===== src/rtl/processor_debug_cmd_arbiter_if.sv =====
// processor_debug_cmd_arbiter_if: requester, core and lock signals of the debug command arbiter
interface processor_debug_cmd_arbiter_if;
  logic [1:0]       req;
  logic [1:0]       req_busy;
  logic [1:0][3:0]  req_command;
  logic [1:0][11:0] req_target;
  logic [1:0][31:0] req_data;
  logic [1:0]       rsp_valid;
  logic [1:0]       rsp_error;
  logic [1:0][31:0] rsp_data;
  logic             core_req;
  logic             core_busy;
  logic [3:0]       core_command;
  logic [11:0]      core_target;
  logic [31:0]      core_data;
  logic             core_valid;
  logic             core_error;
  logic [31:0]      core_rdata;
  logic             lock_valid;
  logic             lock_owner;
  modport master (
    input  req, req_command, req_target, req_data, core_busy, core_valid, core_error, core_rdata,
    output req_busy, rsp_valid, rsp_error, rsp_data, core_req, core_command, core_target, core_data,
           lock_valid, lock_owner
  );
  modport slave (
    output req, req_command, req_target, req_data, core_busy, core_valid, core_error, core_rdata,
    input  req_busy, rsp_valid, rsp_error, rsp_data, core_req, core_command, core_target, core_data,
           lock_valid, lock_owner
  );
endinterface


===== src/rtl/processor_debug_cmd_arbiter.sv =====
// processor_debug_cmd_arbiter: round-robin sharing of the core debug port between two requesters with stop-lock and response timeout
module processor_debug_cmd_arbiter #(
  parameter logic [15:0] P_TIMEOUT = 16'd65535
) (
  input logic iCLOCK,
  input logic inRESET,
  processor_debug_cmd_arbiter_if.master bus
);
  typedef enum logic [1:0] {IDLE, ISSUE, WAIT} state_t;
  state_t           state, state_nx;
  logic [15:0]      cnt;
  logic             last, owner;
  logic [3:0]       cmd;
  logic [11:0]      tgt;
  logic [31:0]      dat;
  logic             lock_valid, lock_owner;
  logic [1:0]       rsp_valid, rsp_error;
  logic [1:0][31:0] rsp_data;
  logic [1:0]       cand;
  logic             gnt_valid, gnt, core_req, rsp_hit, expire, done;
  // grant selection: a lock narrows eligibility to its owner, a tie goes to the requester not served last
  always_comb begin
    cand      = bus.req & (lock_valid ? (lock_owner ? 2'b10 : 2'b01) : 2'b11);
    gnt_valid = state == IDLE && |cand;
    gnt       = &cand ? ~last : cand[1];
    core_req  = state == ISSUE && !bus.core_busy;
    rsp_hit   = state == WAIT && bus.core_valid;
    expire    = state == WAIT && !bus.core_valid && cnt == P_TIMEOUT - 16'd1;
    done      = rsp_hit || expire;
  end
  // next-state: accept in IDLE, strobe the core in ISSUE, finish on a response or timeout in WAIT
  always_comb begin
    state_nx = state;
    state_nx = (state == IDLE && gnt_valid) ? ISSUE :
               (state == ISSUE && core_req) ? WAIT  :
               done                         ? IDLE  : state;
  end
  // state register; reset abandons any outstanding command
  always_ff @(posedge iCLOCK) begin
    if (!inRESET) state <= IDLE;
    else          state <= state_nx;
  end
  // command capture on acceptance, remembering the winner for round-robin and response routing
  always_ff @(posedge iCLOCK) begin
    if (!inRESET) begin
      last  <= 1'b1;
      owner <= 1'b0;
      cmd   <= '0;
      tgt   <= '0;
      dat   <= '0;
    end else if (gnt_valid) begin
      last  <= gnt;
      owner <= gnt;
      cmd   <= bus.req_command[gnt];
      tgt   <= bus.req_target[gnt];
      dat   <= bus.req_data[gnt];
    end
  end
  // response timeout counter, running only while waiting on the core
  always_ff @(posedge iCLOCK) begin
    if (!inRESET) cnt <= '0;
    else          cnt <= (state == WAIT && !done) ? cnt + 16'd1 : '0;
  end
  // one-cycle response pulse to the owner; a timeout reports an error with zero data
  always_ff @(posedge iCLOCK) begin
    if (!inRESET) begin
      rsp_valid <= '0;
      rsp_error <= '0;
      rsp_data  <= '0;
    end else begin
      rsp_valid <= '0;
      if (done) begin
        rsp_valid[owner] <= 1'b1;
        rsp_error[owner] <= rsp_hit ? bus.core_error : 1'b1;
        rsp_data[owner]  <= rsp_hit ? bus.core_rdata : 32'd0;
      end
    end
  end
  // exclusive lock: a successful STOP grabs the core, a successful GO/INTGO releases it
  always_ff @(posedge iCLOCK) begin
    if (!inRESET) begin
      lock_valid <= 1'b0;
      lock_owner <= 1'b0;
    end else if (rsp_hit && !bus.core_error) begin
      if (cmd == 4'hF) begin
        lock_valid <= 1'b1;
        lock_owner <= owner;
      end else if (cmd == 4'h8 || cmd == 4'h9) begin
        lock_valid <= 1'b0;
      end
    end
  end
  assign bus.req_busy     = ~{gnt_valid & gnt, gnt_valid & ~gnt} | {2{~inRESET}};
  assign bus.core_req     = core_req;
  assign bus.core_command = cmd;
  assign bus.core_target  = tgt;
  assign bus.core_data    = dat;
  assign bus.rsp_valid    = rsp_valid;
  assign bus.rsp_error    = rsp_error;
  assign bus.rsp_data     = rsp_data;
  assign bus.lock_valid   = lock_valid;
  assign bus.lock_owner   = lock_owner;
endmodule


===== src/flat_wrapper.sv =====
// flat-port wrapper written by rule: the top's interface ports become plain ports
module processor_debug_cmd_arbiter_flat 
#(
  parameter logic [15:0] P_TIMEOUT = 16'd65535
)
  (iCLOCK, inRESET, bus_req, bus_req_command, bus_req_target, bus_req_data, bus_core_busy, bus_core_valid, bus_core_error, bus_core_rdata, bus_req_busy, bus_rsp_valid, bus_rsp_error, bus_rsp_data, bus_core_req, bus_core_command, bus_core_target, bus_core_data, bus_lock_valid, bus_lock_owner);
  processor_debug_cmd_arbiter_if bus_i ();
  input logic iCLOCK;
  input logic inRESET;
  input wire logic [$bits(bus_i.req)-1:0] bus_req;
  input wire logic [$bits(bus_i.req_command)-1:0] bus_req_command;
  input wire logic [$bits(bus_i.req_target)-1:0] bus_req_target;
  input wire logic [$bits(bus_i.req_data)-1:0] bus_req_data;
  input wire logic [$bits(bus_i.core_busy)-1:0] bus_core_busy;
  input wire logic [$bits(bus_i.core_valid)-1:0] bus_core_valid;
  input wire logic [$bits(bus_i.core_error)-1:0] bus_core_error;
  input wire logic [$bits(bus_i.core_rdata)-1:0] bus_core_rdata;
  output wire logic [$bits(bus_i.req_busy)-1:0] bus_req_busy;
  output wire logic [$bits(bus_i.rsp_valid)-1:0] bus_rsp_valid;
  output wire logic [$bits(bus_i.rsp_error)-1:0] bus_rsp_error;
  output wire logic [$bits(bus_i.rsp_data)-1:0] bus_rsp_data;
  output wire logic [$bits(bus_i.core_req)-1:0] bus_core_req;
  output wire logic [$bits(bus_i.core_command)-1:0] bus_core_command;
  output wire logic [$bits(bus_i.core_target)-1:0] bus_core_target;
  output wire logic [$bits(bus_i.core_data)-1:0] bus_core_data;
  output wire logic [$bits(bus_i.lock_valid)-1:0] bus_lock_valid;
  output wire logic [$bits(bus_i.lock_owner)-1:0] bus_lock_owner;
  assign bus_i.req = bus_req;
  assign bus_i.req_command = bus_req_command;
  assign bus_i.req_target = bus_req_target;
  assign bus_i.req_data = bus_req_data;
  assign bus_i.core_busy = bus_core_busy;
  assign bus_i.core_valid = bus_core_valid;
  assign bus_i.core_error = bus_core_error;
  assign bus_i.core_rdata = bus_core_rdata;
  assign bus_req_busy = bus_i.req_busy;
  assign bus_rsp_valid = bus_i.rsp_valid;
  assign bus_rsp_error = bus_i.rsp_error;
  assign bus_rsp_data = bus_i.rsp_data;
  assign bus_core_req = bus_i.core_req;
  assign bus_core_command = bus_i.core_command;
  assign bus_core_target = bus_i.core_target;
  assign bus_core_data = bus_i.core_data;
  assign bus_lock_valid = bus_i.lock_valid;
  assign bus_lock_owner = bus_i.lock_owner;
  processor_debug_cmd_arbiter #(.P_TIMEOUT(P_TIMEOUT)) u_core (.iCLOCK(iCLOCK), .inRESET(inRESET), .bus(bus_i));
endmodule

===== config.mk =====
export PLATFORM = sky130hd
export DESIGN_NAME = processor_debug_cmd_arbiter_flat
export DESIGN_NICKNAME = d
export VERILOG_FILES = /design/src/rtl/processor_debug_cmd_arbiter_if.sv /design/src/rtl/processor_debug_cmd_arbiter.sv /design/src/flat_wrapper.sv
export SDC_FILE = /design/constraint.sdc
export NUM_CORES = 1
export LEC_CHECK = 0
export ABC_CLOCK_PERIOD_IN_PS = 2800
export CORE_MARGIN = 2
export CORE_UTILIZATION = 60
export CTS_BUF_LIST = sky130_fd_sc_hd__clkbuf_16
export DETAILED_ROUTE_END_ITERATION = 10
export DONT_BUFFER_PORTS = 1
export PLACE_DENSITY = 0.77
export SLEW_MARGIN = 30
export SYNTH_ARGS = -nofsm -noshare
export SYNTH_HDL_FRONTEND = slang
export SYNTH_SLANG_ARGS = --single-unit

===== constraint.sdc =====
create_clock -name iCLOCK -period 2.8 [get_ports iCLOCK]
set_input_delay 0.28 -clock iCLOCK [delete_from_list [all_inputs] [get_ports iCLOCK]]
set_output_delay 0.28 -clock iCLOCK [all_outputs]
set_load 0.01 [all_outputs]

---- Word-level counts from Yosys, hierarchy flattened ----
Index checks and enable logic that the tools add are counted.
operators by class
  bitwise operators ....................... 8
  multiplexer cells ....................... 22
  reduce and logical (&&, ||, !) cells .... 27
  equal/unequal tests ..................... 6
  add/sub/neg operators ................... 1
  order comparisons ....................... 3
operators by type and width
  operator               number
  $mux 32                4
  $bwmux 64              1
  $demux 32 s1           1
  $mux 12                2
  $add 16x1->16 const B  1
  $eq 16x16->1 const B   1
  $eq 4x4->1 const B     3
  $logic_and 1x1->1      10
  $reduce_and 2->1       5
  $mux 2                 4
  $mux 4                 2
  $mux 1                 6
  $logic_not 1->1        4
  $lt 1x2->1 const B     2
  $reduce_bool 2->1      2
  $reduce_or 2->1        2
  $not 1->1              3
  $reduce_bool 3->1      1
  $and 1x1->1            2
  $and 2x2->2            1
  $bwmux 2               1
  $eq 2x1->1 const B     1
  $eq 2x2->1 const B     1
  $logic_not 2->1        1
  other kinds (5)        6
word-level totals
  flip-flop bits (word level) ............. 138
  output and inout port bits .............. 121
  word-level logic and storage cells ...... 81
  bits of input ports ..................... 135

---- Longest topological paths before layout ----
Gate-level depths: netlist of the first run.
  word-level depth ........................ 9
  depth in mapped cells ................... 8
  depth with buffers taken out ............ 6

---- Least setup slack after synthesis of the first run ----
Ideal clock, no wire load.
  kind .................................... register to register
  start ................................... register u_core.cnt[6]
  end ..................................... register u_core.rsp_data, in the netlist u_core.bus.rsp_data[33]
  buffers on the path ..................... 2
  required time ........................... 2.666 ns
  library setup time ...................... 0.134 ns
  data arrival time ....................... 1.570 ns
  stages on the path, launching flop included .. 7
  path slack .............................. 1.096 ns
  cells stage by stage .................... dfxtp_1 nand4_2 or4_4 nand2_2 buf_6 buf_6 a31oi_1
on the way
  word-level cells in the longest chain between the ends .. 3
RTL lines
  what                            RTL line                           text
  start: declaration              processor_debug_cmd_arbiter.sv:11  logic [15:0] cnt;
  start signal: assignment        processor_debug_cmd_arbiter.sv:62  else cnt <= (state == WAIT && !done) ? cnt + 16'd1 : '0;
  $eq 16x16->1                    processor_debug_cmd_arbiter.sv:28  expire = state == WAIT && !bus.core_valid && cnt == P_TIMEOUT - 16'd1;
  $logic_and 1x1->1               processor_debug_cmd_arbiter.sv:28
  $logic_or 1x1->1                processor_debug_cmd_arbiter.sv:29  done = rsp_hit || expire;
  end signal: indexed assignment  processor_debug_cmd_arbiter.sv:75  rsp_data[owner] <= rsp_hit ? bus.core_rdata : 32'd0;
  end: declaration                processor_debug_cmd_arbiter.sv:18  logic [1:0][31:0] rsp_data;
Every way passes these cells.
A chain may end at the register's enable or synchronous reset.

---- Worst setup path after layout of the first run ----
  start ................................... register u_core.lock_valid, in the netlist u_core.bus.lock_valid
  end ..................................... output bus_req_busy[1]
on the way
  word-level cells in the longest chain between the ends .. 7
  elaborated cells between the ends (all ways) .. 9
  classes of those cells .................. mux: 2; bitwise: 4; reduce/logical: 3
RTL lines
  what                                                        RTL line                                                              text
  start: declaration                                          processor_debug_cmd_arbiter.sv:16                                     logic lock_valid, lock_owner;
  start signal: assignment                                    processor_debug_cmd_arbiter.sv:82                                     lock_valid <= 1'b0;
  start signal: assignment                                    processor_debug_cmd_arbiter.sv:86                                     lock_valid <= 1'b1;
  start signal: assignment                                    processor_debug_cmd_arbiter.sv:89                                     lock_valid <= 1'b0;
  $mux 2 *                                                    processor_debug_cmd_arbiter.sv:23                                     cand = bus.req & (lock_valid ? (lock_owner ? 2'b10 : 2'b01) : 2'b11);
  $and 2x2->2 *                                               processor_debug_cmd_arbiter.sv:23
  $reduce_and 2->1 / $reduce_or 2->1 (equally long branches)  processor_debug_cmd_arbiter.sv:25, processor_debug_cmd_arbiter.sv:24
  $mux 1 / $logic_and 1x1->1 (equally long branches)          processor_debug_cmd_arbiter.sv:25, processor_debug_cmd_arbiter.sv:24
  $and 1x1->1 *                                               processor_debug_cmd_arbiter.sv:93                                     assign bus.req_busy = ~{gnt_valid & gnt, gnt_valid & ~gnt} | {2{~inRESET}};
  $not 2->2 *                                                 processor_debug_cmd_arbiter.sv:93
  $or 2x2->2 *                                                processor_debug_cmd_arbiter.sv:93
  end: declaration                                            flat_wrapper.sv:18                                                    output wire logic [$bits(bus_i.req_busy)-1:0] bus_req_busy;
Mark *: on every way between the ends. The rest lies on a longest branch, timed or not.

==> results of run 1 <==
[worst max-delay path, stage by stage, from the launching register on]
cell,delay [ps]
dfxtp_1,390
a21boi_0,440
o221a_2,680
nand3_1,250
[cell type report]
type                            instances  area, um^2
Clock inverter                         15         128
Timing Repair Buffer                   49         485
Tap cell                              129         161
Multi-Input combinational cell        519        2670
Sequential cell                       138        2760
Clock buffer                           17         425
Fill cell                             697        2590
Inverter                                5        18.8
[state kept, by name (all words and copies together) (netlist names), 2 cells and up]
| name | cells |
|---|---|
| u_core.cnt | 16 |
| u_core.bus.rsp_valid | 2 |
| u_core.bus.core_data | 32 |
| u_core.bus.core_target | 12 |
| u_core.bus.rsp_error | 2 |
| u_core.state | 2 |
| u_core.bus.rsp_data | 64 |
| u_core.bus.core_command | 4 |
[metal layers]
layer | part of all wire | vias to the layer above | track usage
li1 | - | 2570 | -
met1 | 0.37 | 2487 | 0.375
met2 | 0.48 | 352 | 0.488
met3 | 0.11 | 51 | 0.109
met4 | 0.037 | 0 | 0.144
met5 | 0 | - | 0
[report_power, final]
part           switching [W]  internal [W]  total, W
Sequential          0.000126       0.00206   0.00219
Combinational       0.000257      0.000160  0.000418
Clock               0.000859       0.00122   0.00208
[synth_stat cells, drive strengths merged]
cell type  instances  area (um^2)
dfxtp            138         2760
o21ai            115          576
a21oi            100          500
nand2             89          337
nor2              83          312
a31oi             64          400
clkbuf            54          203
nand3             11         55.1
xnor2              9         78.8
buf                8         73.8
nand4              6         56.3
inv                5         18.8
nor2b              5         31.3
nor4               5         31.3
xor2               5         43.8
a21boi             4         30.0
and2               2         12.5
and3               2         12.5
and4               2         17.5
ha                 2         25.0
nand2b             2         12.5
nand3b             2         15.0
nor3               2         10.0
o221a              2         22.5
and4b              1         10.0
and4bb             1         12.5
mux2i              1         10.0
o211a              1         10.0
o221ai             1         8.76
or3b               1         8.76
or4                1         11.3
[worst paths after layout]
check,start,to,slack (ps),cells past startpoint
setup / recovery,u_core.bus.lock_valid,bus_req_busy[1],340,3
hold / removal,bus_req_target[5],u_core.bus.core_target[5],20,2
setup reg to reg,u_core.bus.lock_valid,u_core.bus.core_data[28],610,5
hold reg to reg,u_core.last,u_core.last,490,2
[through the flow]
step                      total power [W]  area (um^2)
after global routing              0.00486         6650
after global placement            0.00257         5730
final                             0.00468         6650
after floorplan                   0.00251         5710
after CTS                         0.00470         6650
after detailed placement          0.00259         5730
[cells by family (layout without fill, tap and decap cells)]
group	after synthesis	count (layout)
and+or+nand+nor	215	215
DFF	138	138
buffers and inverters	67	86
AOI/OAI and AO/OA	287	287
adders and majority gates	2	2
muxes	1	1
xor gates and xnor gates	14	14
[what timing repair did]
item,4_1_cts,5_1_grt
hold buffers,37,0
gates resized for setup,0,0
hold endpoints to repair,36,0
setup endpoints to repair,0,0
==> metrics.md, run 1 <==
| Metric | Value |
|---|---|
| Simple-gate area share of the yosys netlist | `0.165` |
| Share of cells above drive strength 1 | `0.0713` |
| Grt total ovfl | `0` |
| Total Neg Setup Slack | `0 ps` |
| Worst-Skew Late Latency | `410 ps` |
| Main combinational cell family by area after synthesis | `compound AO/OA/AOI/OAI gates` |
| Vias | `5460` |
| # port buffers | `0` |
| ANT cells | `0` |
| Hpwl dp | `between 10000 and 15000 um` |
| Crit path time final | `2460 ps` |
| Area growth from synthesis to layout | `16.5%` |
| Ys Warns | `0` |
| Dpl cells | `between 800 and 900` |
| Final hold violation count | `0` |
| Max transition margin | `0.423` |
| Initial antenna violation count | `0` |
| Layout Cells excl Fill | `roughly 870` |
| First-pass GRT wire length | `25300 um` |
| Total die area | `10300 um^2` |
| RSZ-0062 raised after global routing | `no` |
| DRC | `0` |
| All-layer global routing usage | `0.308` |
| Max Slew Vio Count | `0` |
| Final #Nets | `867` |
| Standard-cell rows | `35` |
| Post-Syn Instances | `a little over 700` |
| Avg Cell Area, Syn | `about 8 um^2` |
| Type of origin of the critical path | `flip-flop` |
| CTS Buf Count | `17` |
| CTS tree | `done` |
| Post-synthesis compound-gate area fraction | `0.271` |
| Synth Cell Area | `about 5700 um^2` |
| Post-route ant nets | `0` |
| Initial Utilization | `0.618` |
| Drt pass-1 iters | `5` |
| DR iter-0 viols | `453` |
| Multiplexer share of the synthesized area | `0.00175` |
| Req. time, crit path | `roughly 2500 ps` |
| Clock sink count | `about 140` |
| Setup Buffers After CTS | `0` |
| Status | `finished clean` |
| Chip height | `102 um` |
| Max Root-Sink Buffers | `2` |
| VDD IR max | `about 0.45 mV` |
| Dpl ws | `672 ps` |
| LEAKAGE | `around 2.5 nW` |
| Synth cell types | `35` |
| Total core area | `about 9200 um^2` |
| Leading cell types in the layout, fill and taps excluded | `dfxtp_1 (138), o21ai_0 (115), a21oi_1 (100)` |
| Max-cap violations | `0` |
| Gpl congestion | `around 0.8` |
| Drt via density | `~6.3` |
| Setup Skew | `roughly 11 ps` |
| Chip width | `between 100 and 150 um` |
| IO Pins | `between 200 and 300` |
| Clk pin slew, worst setup/hold paths | `~60 ps` |
| Most common cell after layout, fill and taps aside | `dfxtp_1` |
| H-tree Lvls | `4` |
| Hold WS | `16.7 ps` |
| Worst hold path type | `input pin to flip-flop` |
| Seq cells post-synth | `~140` |
| Fmax | `slightly above 0.4 GHz` |
| Sequential share of the synthesized area | `0.484` |
| CP Class | `flip-flop to primary output` |
| Count of final setup violators | `0` |
| Adder-cell share of the synthesized area | `0.00438` |
| Final worst path period share | `0.878` |
| Setup ws final | `341 ps` |
| Routed len/inst | `approximately 19 um` |
| Vias in the first global route | `just over 5000` |
| CP arrival | `about 2200 ps` |
| Largest net degree at the start of global routing | `between 100 and 150` |
| Crit end category | `primary output` |
| XOR/XNOR Fraction of Synth Area | `0.0215` |
| Worst-path fanout max | `33` |
| Worst Max-Slew Pin Slew | `864 ps` |
| Cell chosen for the clock root | `clkbuf_16` |
| Syn_nets | `~860` |
| Core Util, Final | `0.720` |
| Final wirelength | `roughly 16000 um` |
| Power density cells | `~700 nW/um^2` |
Note: power is estimated with default switching activity, not from simulation.
==> inputs of run 2 (changes only) <==
Settings changed: CELL_PAD_IN_SITES_DETAIL_PLACEMENT set to 0, CELL_PAD_IN_SITES_GLOBAL_PLACEMENT set to 1, CORE_UTILIZATION 60 to 30, PLACE_DENSITY 0.77 to 0.58.
==> metrics.md, run 2 (same netlist as run 1, synthesis figures left out) <==
| Metric | Value |
|---|---|
| Status | `finished clean` |
| Worst-path fanout max | `30 (-9.1%)` |
| Max Root-Sink Buffers | `2 (unchanged)` |
| CP max stage delay | `640 ps (-40 ps)` |
| Slowest CP cell | `o221a_2` |
| Grt total ovfl | `0 (unchanged)` |
| # port buffers | `0 (unchanged)` |
| Fmax | `0.398 GHz (-2.2%)` |
| Total core area | `18700 um^2 (+100%)` |
| Vias in the first global route | `5390 (+5.4%)` |
| Gpl congestion | `0.780 (-4.1%)` |
| Final wirelength | `18600 um (+13%)` |
| Initial antenna violation count | `0 (unchanged)` |
| Final #Nets | `886 (+2.2%)` |
| Max transition margin | `0.433 (+0.0103)` |
| Cell chosen for the clock root | `clkbuf_16` |
| Clk pin slew, worst setup/hold paths | `60 ps (about the same)` |
| Share of cells above drive strength 1 | `0.0748 (+0.00347)` |
| CP delay by family, top | `compound AO/OA/AOI/OAI gates` |
| CP Cell Sequence | `a21boi_0 -> o221a_2 -> buf_4 -> o21ai_0 -> a21oi_1 -> dlygate4sd3_1` |
| Routed len/inst | `18.7 um (-0.87%)` |
| Vias | `5428 (-0.59%)` |
| Total die area | `20100 um^2 (+95%)` |
| DR iter-0 viols | `308 (-32%)` |
| Drt pass-1 iters | `5 (unchanged)` |
| Clock sink count | `138 (unchanged)` |
| Total Neg Setup Slack | `0 ps (unchanged)` |
| Area growth from synthesis to layout | `23.0%` |
| Initial Utilization | `0.305 (-0.313)` |
| Buf/Inv on CP | `2 (+2)` |
| Post-route ant nets | `0 (unchanged)` |
| Req. time, crit path | `3160 ps (+640 ps)` |
| Most common cell after layout, fill and taps aside | `dfxtp_1` |
| Final hold violation count | `0 (unchanged)` |
| CP arrival | `2870 ps (+690 ps)` |
| Standard-cell rows | `50 (+43%)` |
| Count of final setup violators | `0 (unchanged)` |
| Crit path time final | `2510 ps (+55.5 ps)` |
| CP Class | `flip-flop to flip-flop` |
| Chip width | `142 um (+40%)` |
| CTS Buf Count | `17 (unchanged)` |
| Hpwl dp | `11600 um (+11%)` |
| Worst hold path type | `input pin to flip-flop` |
| CTS tree | `done` |
| Largest net degree at the start of global routing | `91 (-28%)` |
| LEAKAGE | `2.60 nW (+5.2%)` |
| Layout Cells excl Fill | `996 (+14%)` |
| Power density cells | `707 nW/um^2 (+0.35%)` |
| First-pass GRT wire length | `28300 um (+12%)` |
| Worst Max-Slew Pin Slew | `851 ps (-13.0 ps)` |
| ANT cells | `0 (unchanged)` |
| Leading cell types in the layout, fill and taps excluded | `dfxtp_1 (138), o21ai_0 (115), a21oi_1 (100)` |
| RSZ-0062 raised after global routing | `no` |
| Max Slew Vio Count | `0 (unchanged)` |
| DRC | `0 (unchanged)` |
| Setup Skew | `10.2 ps (-0.876 ps)` |
| Worst-Skew Late Latency | `410 ps (about the same)` |
| IO Pins | `256 (unchanged)` |
| All-layer global routing usage | `0.179 (-0.130)` |
| Final worst path period share | `0.898 (+0.0198)` |
| H-tree Lvls | `4 (unchanged)` |
| Crit end category | `flip-flop` |
| Reg with most FFs | `u_core.bus.rsp_data` |
| Chip height | `142 um (+40%)` |
| Type of origin of the critical path | `flip-flop` |
| VDD IR max | `0.395 mV (-12%)` |
| Max-cap violations | `0 (unchanged)` |
| Drt via density | `5.45 (-13%)` |
| Max reg flops | `64 (unchanged)` |
| Dpl cells | `911 (+13%)` |
==> run 2: cell count changes in the layout (fill, tap and decap cells not counted), sizes merged <==
cell,before,now
bufinv,1,4
clkinvlp,6,2
dlygate4sd3,37,52
clkinv,6,8
buf,12,16
inv,7,6
==> run 2: cell type report <==
| cell class | count | area (um^2) |
|---|---|---|
| multi-input combinational | 519 | 2680 |
| inverter | 5 | 18.8 |
| clock buffer | 17 | 425 |
| clock inverter | 15 | 183 |
| tap | 234 | 293 |
| sequential | 138 | 2760 |
| fill | 1873 | 11700 |
| timing repair buffer | 68 | 663 |
==> run 2: repair_timing <==
item	4_1_cts	5_1_grt
hold buffers	52	1
endpoints found under the hold margin	73	1
buffers inserted	0	0
resized for setup	0	0
==> run 2: worst paths after layout <==
| check | from | end | slack, ps | cells after the start |
|---|---|---|---|---|
| max reg2reg | u_core.bus.lock_valid | u_core.bus.core_command[0] | 290 | 6 |
| min reg2reg | u_core.last | u_core.last | 480 | 2 |
| max | u_core.bus.lock_valid | u_core.bus.core_command[0] | 290 | 6 |
| min | inRESET | u_core.bus.rsp_data[20] | 30 | 2 |
==> run 2: metal layers <==
layer | vias to the layer above | GRT usage | wire length (um)
met5 | - | 0 | 0
met4 | 0 | 0.0589 | 265
met3 | 22 | 0.0606 | 1630
met2 | 253 | 0.301 | 8960
met1 | 2551 | 0.215 | 7770
li1 | 2602 | - | -
==> run 2: report_power, final <==
group	total, W	leakage [nW]	switching (W)	internal [W]
Clock	0.00233	0.296	0.000852	0.00147
Sequential	0.00219	1.12	0.000120	0.00206
Combinational	0.000451	1.18	0.000274	0.000177
Total	0.00496	2.60	0.00125	0.00372
==> run 2: worst register-to-register path, stage by stage, from the launching register on <==
cell	delay, ps
dfxtp_1	380
a21boi_0	420
o221a_2	650
buf_4	270
o21ai_0	80
a21oi_1	110
dlygate4sd3_1	550
==> run 2: metrics by stage <==
step,hold slack [ps],total power [W],area (um^2),worst slack (ps),utilization
final,31.4,0.00496,7020,285,0.375
after CTS,0.515,0.00501,7020,263,0.375
after detailed placement,381,0.00260,5890,739,0.315
after global placement,375,0.00260,5890,809,0.315
after floorplan,414,0.00251,5710,1100,-
after global routing,4.58,0.00517,7020,39.2,0.375
==> inputs of run 3 (changes only) <==
Settings changed: ABC_AREA set to 1, PLACE_DENSITY 0.58 to 0.6.
==> metrics.md, run 3 <==
| Metric | Value |
|---|---|
| Drt via density | `4.72 (-13%)` |
| Synth top area cells | `dfxtp_1 (49%), nand2_1 (21%), a21oi_1 (7.8%)` |
| Setup ws final | `328 ps (+43.0 ps)` |
| DR iter-0 viols | `223 (-28%)` |
| Final #Nets | `972 (+9.7%)` |
| Reg with most FFs | `u_core.bus.rsp_data` |
| Max reg flops | `64 (unchanged)` |
| Crit path time final | `2470 ps (-43.0 ps)` |
| Most common cell in the netlist | `nand2_1` |
| Post-Syn Instances | `793 (+9.5%)` |
| Share of the synthesized area in the top cell type | `0.491 (+0.00732)` |
| Final worst path period share | `0.883 (-0.0154)` |
| VDD IR max | `0.413 mV (+4.6%)` |
| Worst path most repeated cell | `nand2_1` |
| CP Class | `flip-flop to flip-flop` |
| ANT cells | `0 (unchanged)` |
| Count of final setup violators | `0 (unchanged)` |
| Simple-gate area share of the yosys netlist | `0.331 (+0.166)` |
| Vias | `5103 (-6.0%)` |
| XOR/XNOR Fraction of Synth Area | `0.0156 (-0.00591)` |
| Initial antenna violation count | `0 (unchanged)` |
| CP max stage delay | `540 ps (-100 ps)` |
| Reg area | `2760 um^2 (unchanged)` |
| Post-synthesis compound-gate area fraction | `0.0857 (-0.185)` |
| Async S/R FF share, synth | `0 (unchanged)` |
| DRC | `0 (unchanged)` |
| Type of origin of the critical path | `flip-flop` |
| Routed len/inst | `15.3 um (-18%)` |
| Multi-input logic area | `2460 um^2 (-8.0%)` |
| All-layer global routing usage | `0.165 (-0.0137)` |
| Cell chosen for the clock root | `clkbuf_16` |
| Power density cells | `695 nW/um^2 (-1.7%)` |
| Initial Utilization | `0.304 (-0.00150)` |
| First-pass GRT wire length | `26100 um (-7.8%)` |
| Max transition margin | `0.460 (+0.0267)` |
| H-tree Lvls | `4 (unchanged)` |
| Total die area | `19900 um^2 (-1.4%)` |
| CP delay by family, top | `buffers and inverters` |
| CP arrival | `2830 ps (-40 ps)` |
| EDFF count, synth | `0 (unchanged)` |
| Final wirelength | `16600 um (-11%)` |
| Most common cell after layout, fill and taps aside | `nand2_1` |
| RSZ-0062 raised after global routing | `no` |
| Worst Max-Slew Pin Slew | `811 ps (-40.0 ps)` |
| Sequential share of the synthesized area | `0.491 (+0.00732)` |
| Vias in the first global route | `5106 (-5.3%)` |
| Max-cap violations | `0 (unchanged)` |
| R2R Path Start | `u_core.bus.lock_valid` |
| Avg Cell Area, Syn | `7.09 um^2 (-10%)` |
| Synth cell types | `29 (-17%)` |
| Max Slew Vio Count | `0 (unchanged)` |
| Standard-cell rows | `50 (unchanged)` |
| Fmax | `0.405 GHz (+1.7%)` |
| Syn_nets | `930 (+8.0%)` |
| Dpl ws | `551 ps (-188 ps)` |
| Multiplexer share of the synthesized area | `0 (-0.00175)` |
| Leading cell types in the layout, fill and taps excluded | `nand2_1 (322), dfxtp_1 (138), a21oi_1 (88)` |
| Req. time, crit path | `3160 ps (about the same)` |
| LEAKAGE | `2.80 nW (+7.8%)` |
| Chip width | `141 um (-0.73%)` |
| CTS tree | `done` |
| Synth area leader | `dfxtp_1` |
| CP Cell Sequence | `inv_1 -> o21ai_2 -> nand2_1 -> nand2_4 -> inv_2 -> nor2_2 -> buf_4 -> nand2_1 -> nand3_2 -> dlygate4sd3_1` |
| Buf/Inv on CP | `4 (+2)` |
| Chip height | `141 um (-0.73%)` |
| Hpwl dp | `10800 um (-6.6%)` |
| Setup Skew | `15.3 ps (+5.10 ps)` |
| Post-route ant nets | `0 (unchanged)` |
| Share of cells above drive strength 1 | `0.0684 (-0.00641)` |
| Clk pin slew, worst setup/hold paths | `60 ps (about the same)` |
| Status | `finished clean` |
| Crit end category | `flip-flop` |
| Final hold violation count | `0 (unchanged)` |
| Seq cells post-synth | `138 (unchanged)` |
| CP Launch Point | `u_core.bus.lock_valid` |
| Synth top cells by count | `nand2_1 (322), dfxtp_1 (138), a21oi_1 (88), nor2_1 (66), inv_1 (51)` |
| Total core area | `18500 um^2 (-1.0%)` |
| # port buffers | `0 (unchanged)` |
| Synth Cell Area | `5620 um^2 (-1.5%)` |
| CTS Buf Count | `17 (unchanged)` |
| Worst-Skew Late Latency | `430 ps (+20 ps)` |
| Max Root-Sink Buffers | `2 (unchanged)` |
| Most used flip-flop cell after synthesis | `dfxtp_1` |
| Drt pass-1 iters | `4 (-1)` |
| Clock sink count | `138 (unchanged)` |
| Worst-path fanout max | `32 (+6.7%)` |
| Worst hold path type | `input pin to flip-flop` |
| Total Neg Setup Slack | `0 ps (unchanged)` |
| Adder-cell share of the synthesized area | `0.00445 (+0.0000663)` |
| Largest net degree at the start of global routing | `73 (-20%)` |
| Gpl congestion | `0.809 (+3.8%)` |
| Main combinational cell family by area after synthesis | `simple AND/OR/NAND/NOR gates` |
| Grt total ovfl | `0 (unchanged)` |
| Worst hold path startpoint | `bus_req_data[62]` |
| Slowest CP cell | `dlygate4sd3_1` |
| Layout fillers | `1967 (+5.0%)` |
| IO Pins | `256 (unchanged)` |
| Ys Warns | `0 (unchanged)` |
| Area growth from synthesis to layout | `23.3%` |
## run 3: cell count changes in the layout (fill, tap and decap cells not counted), sizes merged, moves of 4 or more
cell         before  now
o21ai           115    6
nand2            89  326
dlygate4sd3      52   56
xnor2             9    5
nor3              2    6
a31oi            64    0
nor4              5    0
inv               6   59
a21oi           100   88
nor2             83   67
buf              16    7
nand3            11   44
a21boi            4    0
nor2b             5    0
## run 3: logic make-up after synthesis
| family | count (synthesis) |
|---|---|
| buffers and inverters | 95 |
| flip-flops | 138 |
| AND/OR/NAND/NOR | 453 |
| XOR/XNOR | 10 |
| adder cells (fa/ha/maj) | 2 |
| AO/OA/AOI/OAI | 95 |
## run 3: layout make-up
class,count,area share
flip-flops and latches,138,0.399
multi-input cells,560,0.355
repair buffers,63,0.0885
clock buffers,17,0.0614
well taps,234,0.0422
inverters,55,0.0301
clock inverters,15,0.0240
## run 3: where the power goes
group | internal, W | switching, W
clock network | 0.00133 | 0.000939
logic | 0.000160 | 0.000231
registers | 0.00205 | 0.000107
## run 3: repair_timing
action                     CTS  global route
hold endpoints to repair    33             0
setup endpoints to repair    0            24
hold buffers                56             0
setup buffers                0             0
gates resized for setup      0             1
## run 3: metal layers
metal	up-vias	part of all wire	global-route usage	wire length (um)
met1	2343	0.45	0.199	7390
li1	2557	-	-	-
met2	173	0.46	0.263	7570
met4	0	0.023	0.0747	374
met5	-	0	0	0
met3	30	0.075	0.0618	1240
## run 3: final timing paths
kind / endpoint / slack [ps] / depth (start not counted)
max: u_core.bus.core_data[27] / 330 / 10
max reg2reg: u_core.bus.core_data[27] / 330 / 10
min: u_core.bus.core_data[30] / 10 / 2
min reg2reg: u_core.cnt[0] / 480 / 1
## run 3: per-stage QoR
stage | power, W | cell area (um^2) | hold WS, ps | utilization | std cells
3_3_place_gp | 0.00250 | 5770 | 398 | 0.312 | 994
5_1_grt | 0.00501 | 6930 | 4.18 | 0.374 | 1082
2_1_floorplan | 0.00242 | 5620 | 393 | - | 793
3_5_place_dp | 0.00250 | 5770 | 399 | 0.312 | 994
6_report | 0.00481 | 6930 | 13.5 | 0.374 | 1082
4_1_cts | 0.00487 | 6930 | 1.52 | 0.374 | 1082
